===== src/rtl/pipe_pkg.sv =====
// Shared constants and types for the instruction fetch pipeline.
package pipe_pkg;

  localparam int unsigned PC_INC = 4;
  localparam logic [31:0] NOP_INSTR = 32'h0000_0000;

  typedef enum logic [1:0] {
    S_BOOT,
    S_REQ,
    S_HOLD,
    S_DRAIN
  } fetch_state_t;

endpackage


===== src/rtl/if_id_reg.sv =====
// IF/ID pipeline register: stall holds, flush or an idle cycle inserts a NOP
// bubble (PC+4 kept), load captures a delivered instruction.
import pipe_pkg::*;

module if_id_reg #(
  parameter int unsigned ADDR_W  = 32,
  parameter int unsigned INSTR_W = 32
) (
  input  logic               clk,
  input  logic               rst_n,
  input  logic               stall,
  input  logic               flush,
  input  logic               load,
  input  logic [INSTR_W-1:0] load_instr,
  input  logic [ADDR_W-1:0]  load_pc4,
  output logic [INSTR_W-1:0] instr,
  output logic [ADDR_W-1:0]  pc_plus4,
  output logic               valid
);

  always_ff @(posedge clk or negedge rst_n) begin
    if (!rst_n) begin
      instr    <= INSTR_W'(NOP_INSTR);
      pc_plus4 <= '0;
      valid    <= 1'b0;
    end else if (!stall) begin
      if (load && !flush) begin
        instr    <= load_instr;
        pc_plus4 <= load_pc4;
        valid    <= 1'b1;
      end else begin
        instr    <= INSTR_W'(NOP_INSTR);
        valid    <= 1'b0;
      end
    end
  end

endmodule


===== src/rtl/fetch_stage.sv =====
// Instruction fetch stage: PC, imem req/ready handshake, stall-hold buffer,
// branch redirect with in-flight response drain, and the IF/ID register.
import pipe_pkg::*;

module fetch_stage #(
  parameter int unsigned          ADDR_W   = 32,
  parameter int unsigned          INSTR_W  = 32,
  parameter logic [ADDR_W-1:0]    RESET_PC = '0
) (
  input  logic               clk,
  input  logic               rst_n,
  input  logic               StallF,
  input  logic               StallD,
  input  logic               PCSrcD,
  input  logic [ADDR_W-1:0]  PCBranchD,
  output logic               imem_req,
  output logic [ADDR_W-1:0]  imem_addr,
  input  logic               imem_ready,
  input  logic [INSTR_W-1:0] imem_rdata,
  output logic [ADDR_W-1:0]  PCF,
  output logic [INSTR_W-1:0] InstrD,
  output logic [ADDR_W-1:0]  PCPlus4D,
  output logic               ValidD
);

  fetch_state_t       state, state_n;
  logic [ADDR_W-1:0]  pcf_n, addr_n;
  logic               req_n;
  logic [INSTR_W-1:0] hold_instr, hold_instr_n;
  logic [ADDR_W-1:0]  hold_pc4, hold_pc4_n;
  logic               redirect;
  logic               d_load;
  logic [INSTR_W-1:0] d_instr;
  logic [ADDR_W-1:0]  d_pc4;
  logic [ADDR_W-1:0]  pc_inc;

  // A stalled decode stage cannot act on its branch, so StallD masks PCSrcD.
  assign redirect = PCSrcD & ~StallD;
  assign pc_inc   = PCF + ADDR_W'(PC_INC);

  always_ff @(posedge clk or negedge rst_n) begin
    if (!rst_n) begin
      state      <= S_BOOT;
      PCF        <= RESET_PC;
      imem_addr  <= RESET_PC;
      imem_req   <= 1'b0;
      hold_instr <= INSTR_W'(NOP_INSTR);
      hold_pc4   <= '0;
    end else begin
      state      <= state_n;
      PCF        <= pcf_n;
      imem_addr  <= addr_n;
      imem_req   <= req_n;
      hold_instr <= hold_instr_n;
      hold_pc4   <= hold_pc4_n;
    end
  end

  always_comb begin
    state_n      = state;
    pcf_n        = PCF;
    hold_instr_n = hold_instr;
    hold_pc4_n   = hold_pc4;
    d_load       = 1'b0;
    d_instr      = imem_rdata;
    d_pc4        = imem_addr + ADDR_W'(PC_INC);

    unique case (state)
      S_BOOT: begin
        state_n = S_REQ;
        if (redirect) pcf_n = PCBranchD;
      end
      S_REQ: begin
        if (redirect) begin
          pcf_n = PCBranchD;
          if (!imem_ready) state_n = S_DRAIN;
        end else if (imem_ready) begin
          if (StallD) begin
            hold_instr_n = imem_rdata;
            hold_pc4_n   = imem_addr + ADDR_W'(PC_INC);
            state_n      = S_HOLD;
          end else begin
            d_load = 1'b1;
            if (!StallF) pcf_n = pc_inc;
          end
        end
      end
      S_HOLD: begin
        if (redirect) begin
          pcf_n   = PCBranchD;
          state_n = S_REQ;
        end else if (!StallD) begin
          d_load  = 1'b1;
          d_instr = hold_instr;
          d_pc4   = hold_pc4;
          if (!StallF) pcf_n = pc_inc;
          state_n = S_REQ;
        end
      end
      S_DRAIN: begin
        // The old request must complete before the redirected PC is fetched.
        if (redirect) pcf_n = PCBranchD;
        if (imem_ready) state_n = S_REQ;
      end
      default: state_n = S_BOOT;
    endcase

    addr_n = (state_n == S_DRAIN) ? imem_addr : pcf_n;
    req_n  = (state_n == S_REQ) || (state_n == S_DRAIN);
  end

  if_id_reg #(
    .ADDR_W  (ADDR_W),
    .INSTR_W (INSTR_W)
  ) u_if_id (
    .clk        (clk),
    .rst_n      (rst_n),
    .stall      (StallD),
    .flush      (redirect),
    .load       (d_load),
    .load_instr (d_instr),
    .load_pc4   (d_pc4),
    .instr      (InstrD),
    .pc_plus4   (PCPlus4D),
    .valid      (ValidD)
  );

endmodule


===== config.mk =====
export PLATFORM = sky130hd
export DESIGN_NAME = fetch_stage
export DESIGN_NICKNAME = d
export VERILOG_FILES = /design/src/rtl/pipe_pkg.sv /design/src/rtl/if_id_reg.sv /design/src/rtl/fetch_stage.sv
export SDC_FILE = /design/constraint.sdc
export NUM_CORES = 1
export LEC_CHECK = 0
export ABC_AREA = 1
export BUFFER_PORTS_ARGS = -buffer_cell sky130_fd_sc_hd__buf_2
export CAP_MARGIN = 20
export CORE_ASPECT_RATIO = 0.6
export CORE_MARGIN = 2
export CORE_UTILIZATION = 60
export DETAILED_ROUTE_END_ITERATION = 6
export PLACE_DENSITY = 0.9
export SYNTH_ARGS = -nofsm -noshare
export SYNTH_HDL_FRONTEND = slang
export SYNTH_SLANG_ARGS = --single-unit

===== constraint.sdc =====
create_clock -name clk -period 4.5 [get_ports clk]
set_clock_uncertainty 0.05 [all_clocks]
set_input_delay 0.225 -clock clk [delete_from_list [all_inputs] [get_ports clk]]
set_output_delay 0.225 -clock clk [all_outputs]
set_load 0.05 [all_outputs]

== Word-level counts from Yosys, hierarchy flattened ==
Index checks and enable logic that the tools add are counted.

* Add/subtract/negate cells: 2
* Equality and inequality tests: 5
* Multiplexer cells: 26
* Bitwise operators: 3
* Reductions and logical operators: 7

{| class="wikitable"
|+ Operators by type and width
! operator !! count
|-
| two-way mux 32 bit || 11
|-
| case mux 32 bit (3 select lines) || 1
|-
| adder 32 x 3 -> 32 bit, second input constant || 2
|-
| two-way mux 2 bit || 7
|-
| case mux 2 bit (4 select lines) || 1
|-
| equality test 2 bit, second input constant || 3
|-
| two-way mux 1 bit || 5
|-
| equality test 2 x 1 -> 1 bit, second input constant || 2
|-
| AND reduction 4 bit || 1
|-
| zero test 2 bit || 1
|-
| inverter 1 bit || 2
|-
| case mux 1 bit (2 select lines) || 1
|-
| AND reduction 2 bit || 1
|-
| OR reduction 2 bit || 1
|-
| AND 1 bit || 1
|-
| logical AND 1 bit || 1
|-
| zero test 1 bit || 1
|-
| logical OR 1 bit || 1
|}

* Bits in registers: 196
* Output and inout port bits: 130
* Logic and storage cells: 52

== Logic depth before layout (Yosys ltp) ==
Gate-level depths: netlist of run 1.

* Depth in word-level cells: 6
* Gate-level depth with buffers: 15
* Gate-level depth less buffers: 15

== Hierarchy ==
From an unflattened synthesis of run 1, not the netlist that was laid out.

* Cells, all modules: 1731
* Area total of the unflattened synthesis: 12051.6 um^2

{| class="wikitable"
|+ Modules (own cells, without submodules)
! module !! instances !! cells an instance !! area each (um^2) !! sequential area each (um^2)
|-
| fetch_stage || 1 || 1443 || 9390.3 || 3253.1
|-
| if_id_reg || 1 || 288 || 2661.3 || 1626.6
|}

== Worst setup path before layout of run 1 ==
Ideal clock, no wire load.

* Path kind: register to register
* From: reg PCF[2]
* To: reg PCF[18]
* Library setup time: 119 ps
* Data arrival time: 2002 ps
* Required time: 4331 ps
* Slack: 2329 ps
* Cell stages (with the launch flop): 11
* Path buffers: 0
* Clock period less this slack: 2171 ps
* Path through: dfrtp_1 > ha_1 > nand3_2 > nor2_1 > nand2_1 > nor2_2 > nand2_1 > xor2_1 > o21ai_1 > nand2_1 > and2_1

* Cells in the longest elaborated chain, start to end: 6
* Elaborated cells on any way between the ends: 7

{| class="wikitable"
|+ Ends and longest elaborated chain
! element !! RTL line !! text
|-
| start: declaration || fetch_stage.sv:20 || <nowiki>output logic [ADDR_W-1:0] PCF,</nowiki>
|-
| start signal: assignment || fetch_stage.sv:51 || <nowiki>PCF <= pcf_n;</nowiki>
|-
| adder 32 x 3 -> 32 bit * || fetch_stage.sv:39 || <nowiki>assign pc_inc = PCF + ADDR_W'(PC_INC);</nowiki>
|-
| two-way mux 32 bit * || fetch_stage.sv:84, fetch_stage.sv:96 ||
|-
| two-way mux 32 bit * || fetch_stage.sv:78 || <nowiki>if (StallD) begin</nowiki>
|-
| two-way mux 32 bit || fetch_stage.sv:77 || <nowiki>end else if (imem_ready) begin</nowiki>
|-
| two-way mux 32 bit || fetch_stage.sv:74 || <nowiki>if (redirect) begin</nowiki>
|-
| case mux 32 bit (3 select lines) * || fetch_stage.sv:68 || <nowiki>unique case (state)</nowiki>
|-
| via pcf_n[18] || fetch_stage.sv:27 || <nowiki>logic [ADDR_W-1:0] pcf_n, addr_n;</nowiki>
|}

The timed path passes the listed nets; every way through them passes the cells marked *.
A chain may end at the register's enable or synchronous reset.

== Worst setup path in the final report of run 1 ==
* From: reg state[1]
* To: reg imem_addr[8]

* Cells in the longest elaborated chain, start to end: 5
* Elaborated cells on any way between the ends: 15

{| class="wikitable"
|+ Ends and longest elaborated chain
! element !! RTL line !! text
|-
| start: declaration || fetch_stage.sv:26 || <nowiki>fetch_state_t state, state_n;</nowiki>
|-
| start signal: assignment || fetch_stage.sv:50 || <nowiki>state <= state_n;</nowiki>
|-
| two-way mux 2 bit || fetch_stage.sv:78 ||
|-
| two-way mux 2 bit || fetch_stage.sv:77 ||
|-
| two-way mux 2 bit || fetch_stage.sv:74 ||
|-
| case mux 2 bit (4 select lines) || fetch_stage.sv:68 ||
|-
| equality test 2 bit || fetch_stage.sv:108 || <nowiki>addr_n = (state_n == S_DRAIN) ? imem_addr : pcf_n;</nowiki>
|-
| end signal: assignment || fetch_stage.sv:52 || <nowiki>imem_addr <= addr_n;</nowiki>
|-
| end: declaration || fetch_stage.sv:17 || <nowiki>output logic [ADDR_W-1:0] imem_addr,</nowiki>
|}

Several ways; a longest one is shown, not always the timed one.

==> impl_summary.txt, run 1 <==
----------------------------------------------------
[Pwr]
  Worst supply voltage drop on vdd ... 0.590 mV
  Static Leak ... 0.00676 uW
  Total power ... 10200 uW
  Power Density ... 779 nW/um^2

[Synthesis]
  Top FF cell, synth ... sky130_fd_sc_hd__dfrtp_1
  Number of flops mapped to enable cells by yosys ... 0
  Async S/R FF share, synth ... 100%
  Nets in the synthesized netlist ... 1578
  Per-instance average area after synthesis ... 7.38 um^2
  Synthesized cell area ... 11100 um^2
  Post-synthesis sequential element count ... 195
  Portion of the post-synthesis area used by sequential elements ... 44.0%
  Number of distinct library cells after synthesis ... 48
  Syn. warnings ... 0
  Number of instances in the synthesized netlist ... 1501

[Routing]
  Overall via count from detail_route ... 11200
  Wire length reported by the detailed router ... 34200 um
  Post-DR wirelength/cell ... 17.6 um
  Avg Vias per Cell ... 5.77
  DRC violations left ... 0
  Number of detailed-route iterations in the first pass ... 5
  Post-DRT Antenna Nets ... 0
  Number of violations reported at the end of detailed-routing iteration 0 ... 1579

[Floorplanning]
  Die area ... 19600 um^2
  Std cell rows ... 38
  DIE HEIGHT ... 109 um
  Initial standard-cell utilization of the core ... 61.3%
  Ports placed on the boundary ... 200
  Placeable core region ... 18100 um^2
  Die extent in x ... 179 um

[STA]
  Minimum clock period ... 2920 ps
  Number of hold violations in the final report ... 0
  Fin Setup TNS ... 0 ps
  Slew headroom ... 27.0%
  Final number of max-transition violations ... 0
  Hold Slack ... 11.8 ps
  Transition time at the pin with the least slew margin ... 1090 ps
  Maximum clock frequency ... 0.342 GHz
  Share of the clock period used by the worst path after layout ... 64.9%
  Final number of setup-violating endpoints ... 0
  Setup repair after global routing missed its margin ... false

[Setup path]
  Maximum fanout count along the critical path ... 35
  Critical Path Start Type ... flip-flop
  Worst setup path category ... reg2reg
  CP Data Required Time ... 4760 ps
  Sort of element at the end of the critical path ... flip-flop
  WP data arrival ... 3180 ps
  Flop2flop setup slack ... 1580 ps

[Finish]
  Share of post-route cells with drive strength above 1 ... 18.7%
  Ant diodes ... 0
  Area overhead of the layout relative to synthesis ... 17.7%
  Final net count ... 1765
  Layout Cells excl Fill ... 1941
  Final instance area ... 13000 um^2

[Place]
  Placer congestion estimate ... 1.02
  Placed Instances ... 1878
  Port bufs ... 199
  Placed cell area ... 12100 um^2
  Post-DP HPWL ... 23100 um

[Clock network]
  H-tree Lvls ... 4
  Worst-Skew Late Latency ... 430 ps
  Number of buffers on the longest clock path ... 2
  TritonCTS clock tree ... done
  Total of cells resized after clock tree synthesis ... 0
  Clock transition time at the flip-flop clock pins of the worst setup and hold paths ... 80 ps
  Buffers inserted by post-CTS timing repair ... 0
  Total clock sinks ... 195
  TritonCTS Buffers ... 17
  Cell at the root of the clock tree ... sky130_fd_sc_hd__clkbuf_16
  # hold bufs at CTS ... 31

[GRT]
  Number of global-route vias before repair ... 10300
  Global-route wire length before repair ... 53600 um
  Maximum number of pins on one net before global-route repair ... 121
  Antenna violations before repair ... 0
  Global-route total usage across every layer ... 34.4%
  Overflow left after global routing ... 0

[Job]
  Total of max-cap violations ... 0

[Hold path]
  Type of the worst min-delay path ... in2reg

[Run status]
  Run status ... finished, final reports clean

----------------------------------------------------
-- metal layers --
| layer | track usage, % | vias up | part of all wire (%) |
|---|---|---|---|
| met5 | 0 | - | 0 |
| met2 | 51.4 | 746 | 43 |
| met3 | 7.41 | 89 | 12 |
| met4 | 10.6 | 0 | 2.5 |
| met1 | 50.6 | 5200 | 42 |
| li1 | - | 5170 | - |
-- worst paths after layout --
check	from	end	depth (start not counted)
hold reg to reg	hold_instr[11]$_DFFE_PN0P_	hold_instr[11]$_DFFE_PN0P_	2
setup reg to reg	state[1]$_DFF_PN0_	imem_addr[8]$_DFFE_PN0P_	10
hold / removal	imem_rdata[21]	hold_instr[21]$_DFFE_PN0P_	3
min in group asynchronous	rst_n	u_if_id.pc_plus4[14]$_DFFE_PN0P_	2
setup / recovery	state[1]$_DFF_PN0_	imem_addr[8]$_DFFE_PN0P_	10
max in group asynchronous	rst_n	hold_pc4[24]$_DFFE_PN0P_	3
-- stage by stage --
step | setup WS (ps) | utilization (%)
after global routing | 1390 | 72.2
after global placement | 1790 | 67.2
after floorplan | 2330 | -
final | 1580 | 72.2
after CTS | 1660 | 72.2
after detailed placement | 1680 | 67.2
-- state kept, by name, indices dropped and copies added, names as in the netlist --
| name | cells |
|---|---|
| u_if_id.pc_plus4 | 32 |
| PCF | 32 |
| u_if_id.valid | 1 |
| imem_addr | 32 |
| hold_instr | 32 |
| u_if_id.instr | 32 |
| hold_pc4 | 32 |
| state | 2 |
-- area by class of cell --
class	count	area [um^2]
multi-input cells	1107	5370
well taps	240	300
clock buffers	18	429
inverters	122	465
flip-flops and latches	195	4880
fillers	1393	5030
clock inverters	14	156
repair buffers	245	1440
-- synthesized netlist by cell type (10+ instances only) --
| cell type | number | area (um^2) |
|---|---|---|
| sky130_fd_sc_hd__inv_1 | 112 | 420 |
| sky130_fd_sc_hd__a21oi_1 | 84 | 420 |
| sky130_fd_sc_hd__nor2_1 | 108 | 405 |
| sky130_fd_sc_hd__nand2_2 | 12 | 75.1 |
| sky130_fd_sc_hd__buf_2 | 21 | 105 |
| sky130_fd_sc_hd__nand4_1 | 18 | 113 |
| sky130_fd_sc_hd__and2_1 | 16 | 100 |
| sky130_fd_sc_hd__nor2_2 | 10 | 62.6 |
| sky130_fd_sc_hd__o21ai_0 | 140 | 701 |
| sky130_fd_sc_hd__nand2_1 | 504 | 1890 |
| sky130_fd_sc_hd__o21ai_1 | 32 | 160 |
| sky130_fd_sc_hd__nand3_1 | 54 | 270 |
| sky130_fd_sc_hd__xor2_1 | 36 | 315 |
| sky130_fd_sc_hd__clkbuf_1 | 40 | 150 |
| sky130_fd_sc_hd__dfrtp_1 | 195 | 4880 |
-- power breakdown --
group	switching, uW	leakage [uW]	internal (uW)	total [uW]
Clock	778	0.000284	750	1530
Sequential	788	0.00247	2500	3290
Combinational	3990	0.00401	1350	5340
Total	5550	0.00676	4600	10200
-- critical path: stages (launching register included) --
cell                      delay [ps]
sky130_fd_sc_hd__dfrtp_1         420
sky130_fd_sc_hd__inv_1           120
sky130_fd_sc_hd__ha_1            540
sky130_fd_sc_hd__nand2_1         200
sky130_fd_sc_hd__nor2_4          500
sky130_fd_sc_hd__a21oi_1          80
sky130_fd_sc_hd__o21ai_1         150
sky130_fd_sc_hd__nand3_2         220
sky130_fd_sc_hd__buf_4           320
sky130_fd_sc_hd__nand2_1         130
sky130_fd_sc_hd__o21ai_1          80
-- kinds of logic after synthesis --
kind of cell,count (synthesis),synth area share [%]
and+or+nand+nor,778,31.0
AOI/OAI and AO/OA,279,13.1
buffers and inverters,199,7.65
DFF,195,44.0
xor gates and xnor gates,43,3.40
adders and majority gates,7,0.791
-- placed cells by master (no fill, tap or decap), types with 6 or more instances in the layout --
cell type	n
sky130_fd_sc_hd__buf_2	198
sky130_fd_sc_hd__inv_2	8
sky130_fd_sc_hd__and2_1	16
sky130_fd_sc_hd__dfrtp_1	195
sky130_fd_sc_hd__o21ai_1	32
sky130_fd_sc_hd__nand3_2	8
sky130_fd_sc_hd__buf_4	14
sky130_fd_sc_hd__nand2_1	504
sky130_fd_sc_hd__xor2_1	36
sky130_fd_sc_hd__o21ai_0	140
sky130_fd_sc_hd__nor2_2	10
sky130_fd_sc_hd__nand4_1	18
sky130_fd_sc_hd__o211ai_1	9
sky130_fd_sc_hd__nand2_2	12
sky130_fd_sc_hd__or2_2	7
sky130_fd_sc_hd__nor3_1	9
sky130_fd_sc_hd__nor2_4	9
sky130_fd_sc_hd__xnor2_1	7
sky130_fd_sc_hd__clkbuf_16	17
sky130_fd_sc_hd__ha_1	7
sky130_fd_sc_hd__inv_8	6
sky130_fd_sc_hd__a21oi_1	84
sky130_fd_sc_hd__dlygate4sd3_1	31
sky130_fd_sc_hd__nor2_1	106
sky130_fd_sc_hd__nand3_1	54
sky130_fd_sc_hd__inv_1	112
Note: power is estimated with default switching activity, not from simulation.
==> inputs of run 2 (changes only) <==
--- a/config.mk
+++ b/config.mk
@@ -5,14 +5,14 @@
 export SDC_FILE = /design/constraint.sdc
 export NUM_CORES = 1
 export LEC_CHECK = 0
-export ABC_AREA = 1
+export ABC_AREA = 0
 export BUFFER_PORTS_ARGS = -buffer_cell sky130_fd_sc_hd__buf_2
 export CAP_MARGIN = 20
 export CORE_ASPECT_RATIO = 0.6
 export CORE_MARGIN = 2
-export CORE_UTILIZATION = 60
+export CORE_UTILIZATION = 51
 export DETAILED_ROUTE_END_ITERATION = 6
-export PLACE_DENSITY = 0.9
+export PLACE_DENSITY = 0.82
 export SYNTH_ARGS = -nofsm -noshare
 export SYNTH_HDL_FRONTEND = slang
 export SYNTH_SLANG_ARGS = --single-unit
==> constraint.sdc (replaced) <==
create_clock -name clk -period 2.6 [get_ports clk]
set_clock_uncertainty 0.05 [all_clocks]
set_input_delay 0.13 -clock clk [delete_from_list [all_inputs] [get_ports clk]]
set_output_delay 0.13 -clock clk [all_outputs]
set_load 0.05 [all_outputs]
==> run 2 against run 1 <==
The run now ends with design-rule violations left. Critical path type unchanged. Clock-buffer cell count rose by 1. Worst setup slack got worse by 1500 ps. Combinational power rose by 66%. Critical endpoint is now imem_addr[10]$_DFFE_PN0P_. Final area rose by 1.4%.
==> impl_summary.txt, run 2 <==
----------------------------------------------------
[GRT]
  Global-route wire length before repair ... 52600 um (was 53600 um)
  Maximum number of pins on one net before global-route repair ... 86 (was 121)
  Overflow left after global routing ... 0 (unchanged)
  Antenna violations before repair ... 0 (unchanged)
  Global-route total usage across every layer ... 31.2% (was 34.4%)
  Number of global-route vias before repair ... 9586 (was 10300)

[Synthesis]
  Per-instance average area after synthesis ... 9.00 um^2 (was 7.38 um^2)
  Top FF cell, synth ... sky130_fd_sc_hd__dfrtp_1 (unchanged)
  Portion of the post-synthesis area used by sequential elements ... 46.9% (was 44.0%)
  Most area-consuming cells after synthesis ... sky130_fd_sc_hd__dfrtp_1 (47%), sky130_fd_sc_hd__nand2_1 (8.6%), sky130_fd_sc_hd__o21ai_0 (4.5%), sky130_fd_sc_hd__mux2i_1 (3.7%), sky130_fd_sc_hd__nand3_1 (2.6%) (was sky130_fd_sc_hd__dfrtp_1 (44%), sky130_fd_sc_hd__nand2_1 (17%), sky130_fd_sc_hd__o21ai_0 (6.3%), sky130_fd_sc_hd__a21oi_1 (3.8%), sky130_fd_sc_hd__inv_1 (3.8%))
  Number of instances in the synthesized netlist ... 1157 (was 1501)
  Post-synthesis sequential element count ... 195 (unchanged)
  Most area-hungry cell type in the Yosys netlist ... sky130_fd_sc_hd__dfrtp_1 (unchanged)
  Number of distinct library cells after synthesis ... 72 (was 48)
  Most used standard cells in the synthesized netlist ... sky130_fd_sc_hd__nand2_1 (238), sky130_fd_sc_hd__dfrtp_1 (195), sky130_fd_sc_hd__o21ai_0 (94) (was sky130_fd_sc_hd__nand2_1 (504), sky130_fd_sc_hd__dfrtp_1 (195), sky130_fd_sc_hd__o21ai_0 (140))
  Async S/R FF share, synth ... 100% (unchanged)
  Syn. warnings ... 0 (unchanged)
  Most frequent cell after synthesis ... sky130_fd_sc_hd__nand2_1 (unchanged)
  Nets in the synthesized netlist ... 1234 (was 1578)
  Number of flops mapped to enable cells by yosys ... 0 (unchanged)
  Area share of the largest cell type after synthesis ... 46.9% (was 44.0%)
  Synthesized cell area ... 10400 um^2 (was 11100 um^2)

[STA]
  Maximum clock frequency ... 0.393 GHz (was 0.342 GHz)
  Minimum clock period ... 2540 ps (was 2920 ps)
  Transition time at the pin with the least slew margin ... 812 ps (was 1090 ps)
  Slew headroom ... 44.3% (was 27.0%)
  Hold Slack ... 9.83 ps (was 11.8 ps)
  Share of the clock period used by the worst path after layout ... 97.8% (was 64.9%)
  Fin Setup TNS ... 0 ps (unchanged)
  Final number of setup-violating endpoints ... 0 (unchanged)
  PnR worst setup slack ... 57.7 ps (was 1580 ps)
  Number of hold violations in the final report ... 0 (unchanged)
  Final number of max-transition violations ... 0 (unchanged)
  Setup repair after global routing missed its margin ... true (was false)

[Floorplanning]
  Die extent in x ... 188 um (was 179 um)
  Ports placed on the boundary ... 200 (unchanged)
  Placeable core region ... 20000 um^2 (was 18100 um^2)
  DIE HEIGHT ... 115 um (was 109 um)
  Die area ... 21600 um^2 (was 19600 um^2)
  Initial standard-cell utilization of the core ... 52.0% (was 61.3%)
  Std cell rows ... 40 (was 38)

[Finish]
  Ant diodes ... 0 (unchanged)
  Commonest cells after routing, fill and taps aside ... sky130_fd_sc_hd__nand2_1 (237), sky130_fd_sc_hd__buf_2 (198), sky130_fd_sc_hd__dfrtp_1 (193) (was sky130_fd_sc_hd__nand2_1 (504), sky130_fd_sc_hd__buf_2 (198), sky130_fd_sc_hd__dfrtp_1 (195))
  Leading cell type in the layout, fill and taps excluded ... sky130_fd_sc_hd__nand2_1 (unchanged)
  Post-layout utilization of the core ... 66.0% (was 72.2%)
  Final instance area ... 13200 um^2 (was 13000 um^2)
  Multi-input combinational cell area ... 5190 um^2 (was 5370 um^2)
  Share of post-route cells with drive strength above 1 ... 25.3% (was 18.7%)
  Register cell area after layout ... 4880 um^2 (about the same)
  Final net count ... 1496 (was 1765)
  Area overhead of the layout relative to synthesis ... 27.0% (was 17.7%)
  Filler cell count ... 1640 (was 1393)

[Setup path]
  Kind of cell with the highest combined delay on the critical path ... compound AO/OA/AOI/OAI gates (was simple AND/OR/NAND/NOR gates)
  Maximum fanout count along the critical path ... 9 (was 35)
  Largest stage delay on the critical path ... 480 ps (was 540 ps)
  Critical Path Start Type ... flip-flop (unchanged)
  Buffers & Inverters on Critical Path ... 1 (was 2)
  CP Data Required Time ... 2860 ps (was 4760 ps)
  Sort of element at the end of the critical path ... flip-flop (unchanged)
  Cell breakdown of the critical path ... ha_2 > nand4bb_1 > buf_4 > or4_1 > a211oi_1 > a2bb2oi_2 > o21ai_0 (was inv_1 > ha_1 > nand2_1 > nor2_4 > a21oi_1 > o21ai_1 > nand3_2 > buf_4 > nand2_1 > o21ai_1)
  Cell with the largest stage delay on the worst path ... sky130_fd_sc_hd__dfrtp_2 (was sky130_fd_sc_hd__ha_1)
  Worst setup path category ... reg2reg (unchanged)
  WP data arrival ... 2800 ps (was 3180 ps)

[Routing]
  Wire length reported by the detailed router ... 33600 um (was 34200 um)
  Avg Vias per Cell ... 6.14 (was 5.77)
  Number of violations reported at the end of detailed-routing iteration 0 ... 1070 (was 1579)
  Number of detailed-route iterations in the first pass ... 7 (was 5)
  DRC violations left ... 3 (was 0)
  Post-DR wirelength/cell ... 19.7 um (was 17.6 um)
  Overall via count from detail_route ... 10500 (was 11200)
  Post-DRT Antenna Nets ... 0 (unchanged)

[Hold path]
  Type of the worst min-delay path ... in2reg (unchanged)

[Run status]
  Violations in the final reports ... design-rule violations
  Run status ... finished with violations (was finished, final reports clean)

[Clock network]
  Clock transition time at the flip-flop clock pins of the worst setup and hold paths ... 70 ps (was 80 ps)
  Worst-Skew Late Latency ... 440 ps (was 430 ps)
  Cell at the root of the clock tree ... sky130_fd_sc_hd__clkbuf_16 (unchanged)
  Total clock sinks ... 195 (unchanged)
  TritonCTS Buffers ... 17 (unchanged)
  Number of buffers on the longest clock path ... 2 (unchanged)
  TritonCTS clock tree ... done (unchanged)
  Buffers inserted by post-CTS timing repair ... 0 (unchanged)
  H-tree Lvls ... 4 (unchanged)

[Place]
  Placer congestion estimate ... 1.06 (was 1.02)
  Placement-stage worst setup slack ... 30.8 ps (was 1680 ps)
  Placed cell area ... 12200 um^2 (was 12100 um^2)
  Port bufs ... 199 (unchanged)
  Post-DP HPWL ... 24300 um (was 23100 um)

[Pwr]
  Static Leak ... 0.00647 uW (was 0.00676 uW)
  Worst supply voltage drop on vdd ... 1.02 mV (was 0.590 mV)
  Power Density ... 1280 nW/um^2 (was 779 nW/um^2)

[Job]
  Total of max-cap violations ... 0 (unchanged)

----------------------------------------------------
## run 2: cell count changes after synthesis, moves of 16 or more
cell,before,now
sky130_fd_sc_hd__nor2_1,108,55
sky130_fd_sc_hd__mux2_2,0,16
sky130_fd_sc_hd__a21oi_1,84,42
sky130_fd_sc_hd__clkbuf_1,40,60
sky130_fd_sc_hd__o21ai_0,140,94
sky130_fd_sc_hd__o21ai_1,32,0
sky130_fd_sc_hd__or4_1,0,19
sky130_fd_sc_hd__nand4_1,18,36
sky130_fd_sc_hd__mux2i_1,0,38
sky130_fd_sc_hd__nand2_1,504,238
sky130_fd_sc_hd__and3_1,3,27
sky130_fd_sc_hd__inv_1,112,12
## run 2: through the flow
| stage | cells | total power, uW |
|---|---|---|
| after CTS | 1704 | 16800 |
| after floorplan | 1157 | 11200 |
| final | 1704 | 16900 |
| after global placement | 1629 | 13900 |
| after detailed placement | 1629 | 14100 |
| after global routing | 1704 | 17800 |
## run 2: final timing paths
| path | endpoint | slack [ps] | startpoint | cells after the start |
|---|---|---|---|---|
| worst max register to register | imem_addr[10]$_DFFE_PN0P_ | 60 | PCF[2]$_DFF_PN0_ | 7 |
| min in group asynchronous | PCF[27]$_DFF_PN0_ | 220 | rst_n | 2 |
| worst min register to register | hold_pc4[25]$_DFFE_PN0P_ | 420 | hold_pc4[25]$_DFFE_PN0P_ | 2 |
| worst max-delay path | imem_addr[10]$_DFFE_PN0P_ | 60 | PCF[2]$_DFF_PN0_ | 7 |
| max in group asynchronous | PCF[2]$_DFF_PN0_ | 1450 | rst_n | 3 |
| worst min-delay path | PCF[7]$_DFF_PN0_ | 10 | PCBranchD[7] | 3 |
## run 2: logic make-up after synthesis
| kind of cell | synth area share, % |
|---|---|
| AOI/OAI and AO/OA | 16.3 |
| adders and majority gates | 0.841 |
| buffers and inverters | 3.81 |
| and+or+nand+nor | 24.3 |
| muxes | 5.39 |
| xor gates and xnor gates | 2.52 |
| DFF | 46.9 |
## run 2: what timing repair did
action / in CTS / in global routing
gates resized for setup: 1 / 5
hold endpoints to repair: 160 / 0
setup endpoints to repair: 1 / 30
pin swaps: 0 / 1
hold buffers: 44 / 0
## run 2: power by group
part / internal (uW) / switching, uW
combinational: 2750 / 6100
clock: 1370 / 1220
sequential: 4260 / 1230
total: 8380 / 8560
## run 2: layout make-up
type	instances	area share (%)
multi-input combinational	865	39.3
sequential	195	36.9
timing repair buffer	328	16.6
clock buffer	19	3.35
tap	273	2.58
clock inverter	12	0.928
inverter	12	0.341
## run 2: layer usage
layer,GRT usage [%],share of wire (%)
met1,46.2,44
met2,44.9,41
met3,9.93,13
met4,6.56,1.8
met5,0,0
## run 2: tightest hold or removal path, stage by stage
cell	delay [ps]
sky130_fd_sc_hd__buf_2	80
sky130_fd_sc_hd__o22ai_1	80
sky130_fd_sc_hd__a21oi_1	150
==> inputs of run 3 (changes only) <==
--- a/config.mk
+++ b/config.mk
@@ -6,13 +6,13 @@
 export NUM_CORES = 1
 export LEC_CHECK = 0
 export ABC_AREA = 0
-export BUFFER_PORTS_ARGS = -buffer_cell sky130_fd_sc_hd__buf_2
 export CAP_MARGIN = 20
 export CORE_ASPECT_RATIO = 0.6
 export CORE_MARGIN = 2
-export CORE_UTILIZATION = 51
+export CORE_UTILIZATION = 58
 export DETAILED_ROUTE_END_ITERATION = 6
-export PLACE_DENSITY = 0.82
+export DONT_BUFFER_PORTS = 1
+export PLACE_DENSITY = 0.81
 export SYNTH_ARGS = -nofsm -noshare
 export SYNTH_HDL_FRONTEND = slang
 export SYNTH_SLANG_ARGS = --single-unit
==> run 3 against run 2 <==
Routed wire length decreased by 1.7%. Worst setup slack got worse by 48 ps. Combinational power decreased by 14%. Global-route usage increased by 4.1 points. Critical endpoint is now imem_addr[21]$_DFFE_PN0P_. The flow finishes with violations (negative hold slack).
==> impl_summary.txt, run 3 (synthesis results as in run 2) <==
----------------------------------------------------
[Pwr]
  Total power ... 16500 uW (was 16900 uW)
  Static Leak ... 0.00575 uW (was 0.00647 uW)
  Power Density ... 1320 nW/um^2 (was 1280 nW/um^2)
  Worst supply voltage drop on vdd ... 0.965 mV (was 1.02 mV)

[Setup path]
  CP Data Required Time ... 2850 ps (was 2860 ps)
  Critical Path Start Type ... flip-flop (unchanged)
  Worst setup path category ... reg2reg (unchanged)
  Cell breakdown of the critical path ... nand4_1 > nor4_1 > and3_1 > nor3_1 > o41ai_1 (was ha_2 > nand4bb_1 > buf_4 > or4_1 > a211oi_1 > a2bb2oi_2 > o21ai_0)
  Largest stage delay on the critical path ... 730 ps (was 480 ps)
  Maximum fanout count along the critical path ... 6 (was 9)
  Flop2flop setup slack ... 9 ps (was 60 ps)
  Sort of element at the end of the critical path ... flip-flop (unchanged)
  WP data arrival ... 2840 ps (was 2800 ps)
  Cell with the largest stage delay on the worst path ... sky130_fd_sc_hd__nor4_1 (was sky130_fd_sc_hd__dfrtp_2)

[STA]
  Final number of setup-violating endpoints ... 0 (unchanged)
  Number of hold violations in the final report ... 195 (was 0)
  Hold Slack ... -660 ps (was 9.83 ps)
  Fin Setup TNS ... 0 ps (unchanged)
  PnR worst setup slack ... 9.39 ps (was 57.7 ps)
  Share of the clock period used by the worst path after layout ... 99.6% (was 97.8%)
  Slew headroom ... 51.3% (was 44.3%)
  Transition time at the pin with the least slew margin ... 724 ps (was 812 ps)
  Maximum clock frequency ... 0.386 GHz (was 0.393 GHz)
  Minimum clock period ... 2590 ps (was 2540 ps)
  Final number of max-transition violations ... 0 (unchanged)

[Routing]
  Post-DRT Antenna Nets ... 0 (unchanged)
  Overall via count from detail_route ... 9920 (was 10500)
  Number of violations reported at the end of detailed-routing iteration 0 ... 1470 (was 1070)
  DRC violations left ... 0 (was 3)
  Number of detailed-route iterations in the first pass ... 6 (was 7)
  Avg Vias per Cell ... 6.56 (was 6.14)
  Wire length reported by the detailed router ... 33000 um (was 33600 um)
  Post-DR wirelength/cell ... 21.8 um (was 19.7 um)

[Place]
  Post-DP HPWL ... 22300 um (was 24300 um)
  Port bufs ... 0 (was 199)
  Placement-stage worst setup slack ... 67.3 ps (was 30.8 ps)
  Placer congestion estimate ... 0.995 (was 1.06)

[Clock network]
  Clock transition time at the flip-flop clock pins of the worst setup and hold paths ... 70 ps (about the same)
  Worst-Skew Late Latency ... 430 ps (was 440 ps)
  # hold bufs at CTS ... 65 (was 44)
  Buffers inserted by post-CTS timing repair ... 0 (unchanged)
  Cell at the root of the clock tree ... sky130_fd_sc_hd__clkbuf_16 (unchanged)
  Total clock sinks ... 195 (unchanged)
  H-tree Lvls ... 4 (unchanged)
  Number of buffers on the longest clock path ... 2 (unchanged)
  TritonCTS Buffers ... 17 (unchanged)
  TritonCTS clock tree ... done (unchanged)

[GRT]
  Met3 routing resource usage after global routing ... 15.1% (was 9.93%)
  Number of global-route vias before repair ... 9305 (was 9586)
  Global-route total usage across every layer ... 35.3% (was 31.2%)
  Maximum number of pins on one net before global-route repair ... 196 (was 86)
  Antenna violations before repair ... 0 (unchanged)
  Grt peak-use layer ... met1 (unchanged)
  Global-route wire length before repair ... 51700 um (was 52600 um)
  Met1 global-route usage ... 50.1% (was 46.2%)
  Met2 demand-to-capacity share in global routing ... 49.1% (was 44.9%)
  Overflow left after global routing ... 0 (unchanged)

[Floorplanning]
  Placeable core region ... 17400 um^2 (was 20000 um^2)
  Std cell rows ... 37 (was 40)
  DIE HEIGHT ... 108 um (was 115 um)
  Die area ... 19100 um^2 (was 21600 um^2)
  Ports placed on the boundary ... 200 (unchanged)
  Initial standard-cell utilization of the core ... 60.0% (was 52.0%)
  Die extent in x ... 177 um (was 188 um)

[Run status]
  Violations in the final reports ... negative hold slack (was design-rule violations)
  Run status ... finished with violations (unchanged)

[Finish]
  Post-layout utilization of the core ... 72.1% (was 66.0%)
  Area overhead of the layout relative to synthesis ... 20.2% (was 27.0%)
  Final net count ... 1343 (was 1496)
  Commonest cells after routing, fill and taps aside ... sky130_fd_sc_hd__nand2_1 (237), sky130_fd_sc_hd__dfrtp_1 (193), sky130_fd_sc_hd__buf_4 (103) (was sky130_fd_sc_hd__nand2_1 (237), sky130_fd_sc_hd__buf_2 (198), sky130_fd_sc_hd__dfrtp_1 (193))
  Ant diodes ... 0 (unchanged)
  Share of post-route cells with drive strength above 1 ... 14.5% (was 25.3%)
  Leading cell type in the layout, fill and taps excluded ... sky130_fd_sc_hd__nand2_1 (unchanged)

[Hold path]
  Type of the worst min-delay path ... in2async (was in2reg)

[Job]
  Total of max-cap violations ... 0 (unchanged)

----------------------------------------------------
-- run 3: critical path, delay by kind of cell (launching register included) --
family	cells	cell delay [ps]
AO/OA/AOI/OAI	1	430
flip-flops	1	510
AND/OR/NAND/NOR	4	1470
-- run 3: through the flow --
stage	instance area (um^2)	cells
floorplan	10400	1157
global placement	11300	1416
detailed placement	11300	1416
CTS	12500	1513
global route	12500	1513
finish	12500	1513
-- run 3: layout make-up --
type / instances / area, um^2
Multi-Input combinational cell: 865 / 5190
Sequential cell: 195 / 4880
Fill cell: 1279 / 4850
Timing Repair Buffer: 175 / 1570
Clock buffer: 25 / 485
Tap cell: 234 / 293
Clock inverter: 7 / 50.0
Inverter: 12 / 45.0
-- run 3: layer usage --
layer | vias to the layer above | wire [um]
li1 | 4433 | -
met1 | 4767 | 13600
met2 | 651 | 14000
met3 | 69 | 4710
met4 | 0 | 697
met5 | - | 0
-- run 3: where the power goes --
part           total (uW)  internal, uW  switching (uW)  leakage (uW)
sequential           6340          4250            2090       0.00252
combinational        7660          2570            5090       0.00298
clock                2460          1300            1150      0.000254
-- run 3: worst paths after layout --
check,start,end,cells after the start
min in group clk,PCSrcD,u_if_id.pc_plus4[0]$_DFFE_PN0P_,3
max reg2reg,PCF[13]$_DFF_PN0_,imem_addr[21]$_DFFE_PN0P_,5
min reg2reg,hold_pc4[17]$_DFFE_PN0P_,hold_pc4[17]$_DFFE_PN0P_,2
max in group asynchronous,rst_n,PCF[2]$_DFF_PN0_,0
min,rst_n,PCF[24]$_DFF_PN0_,0
max,PCF[13]$_DFF_PN0_,imem_addr[21]$_DFFE_PN0P_,5
-- run 3: repair_timing --
item                                    in CTS  in global routing
endpoints found under the setup margin       0                 10
hold endpoints to repair                   301                195
resized for setup                            0                  4
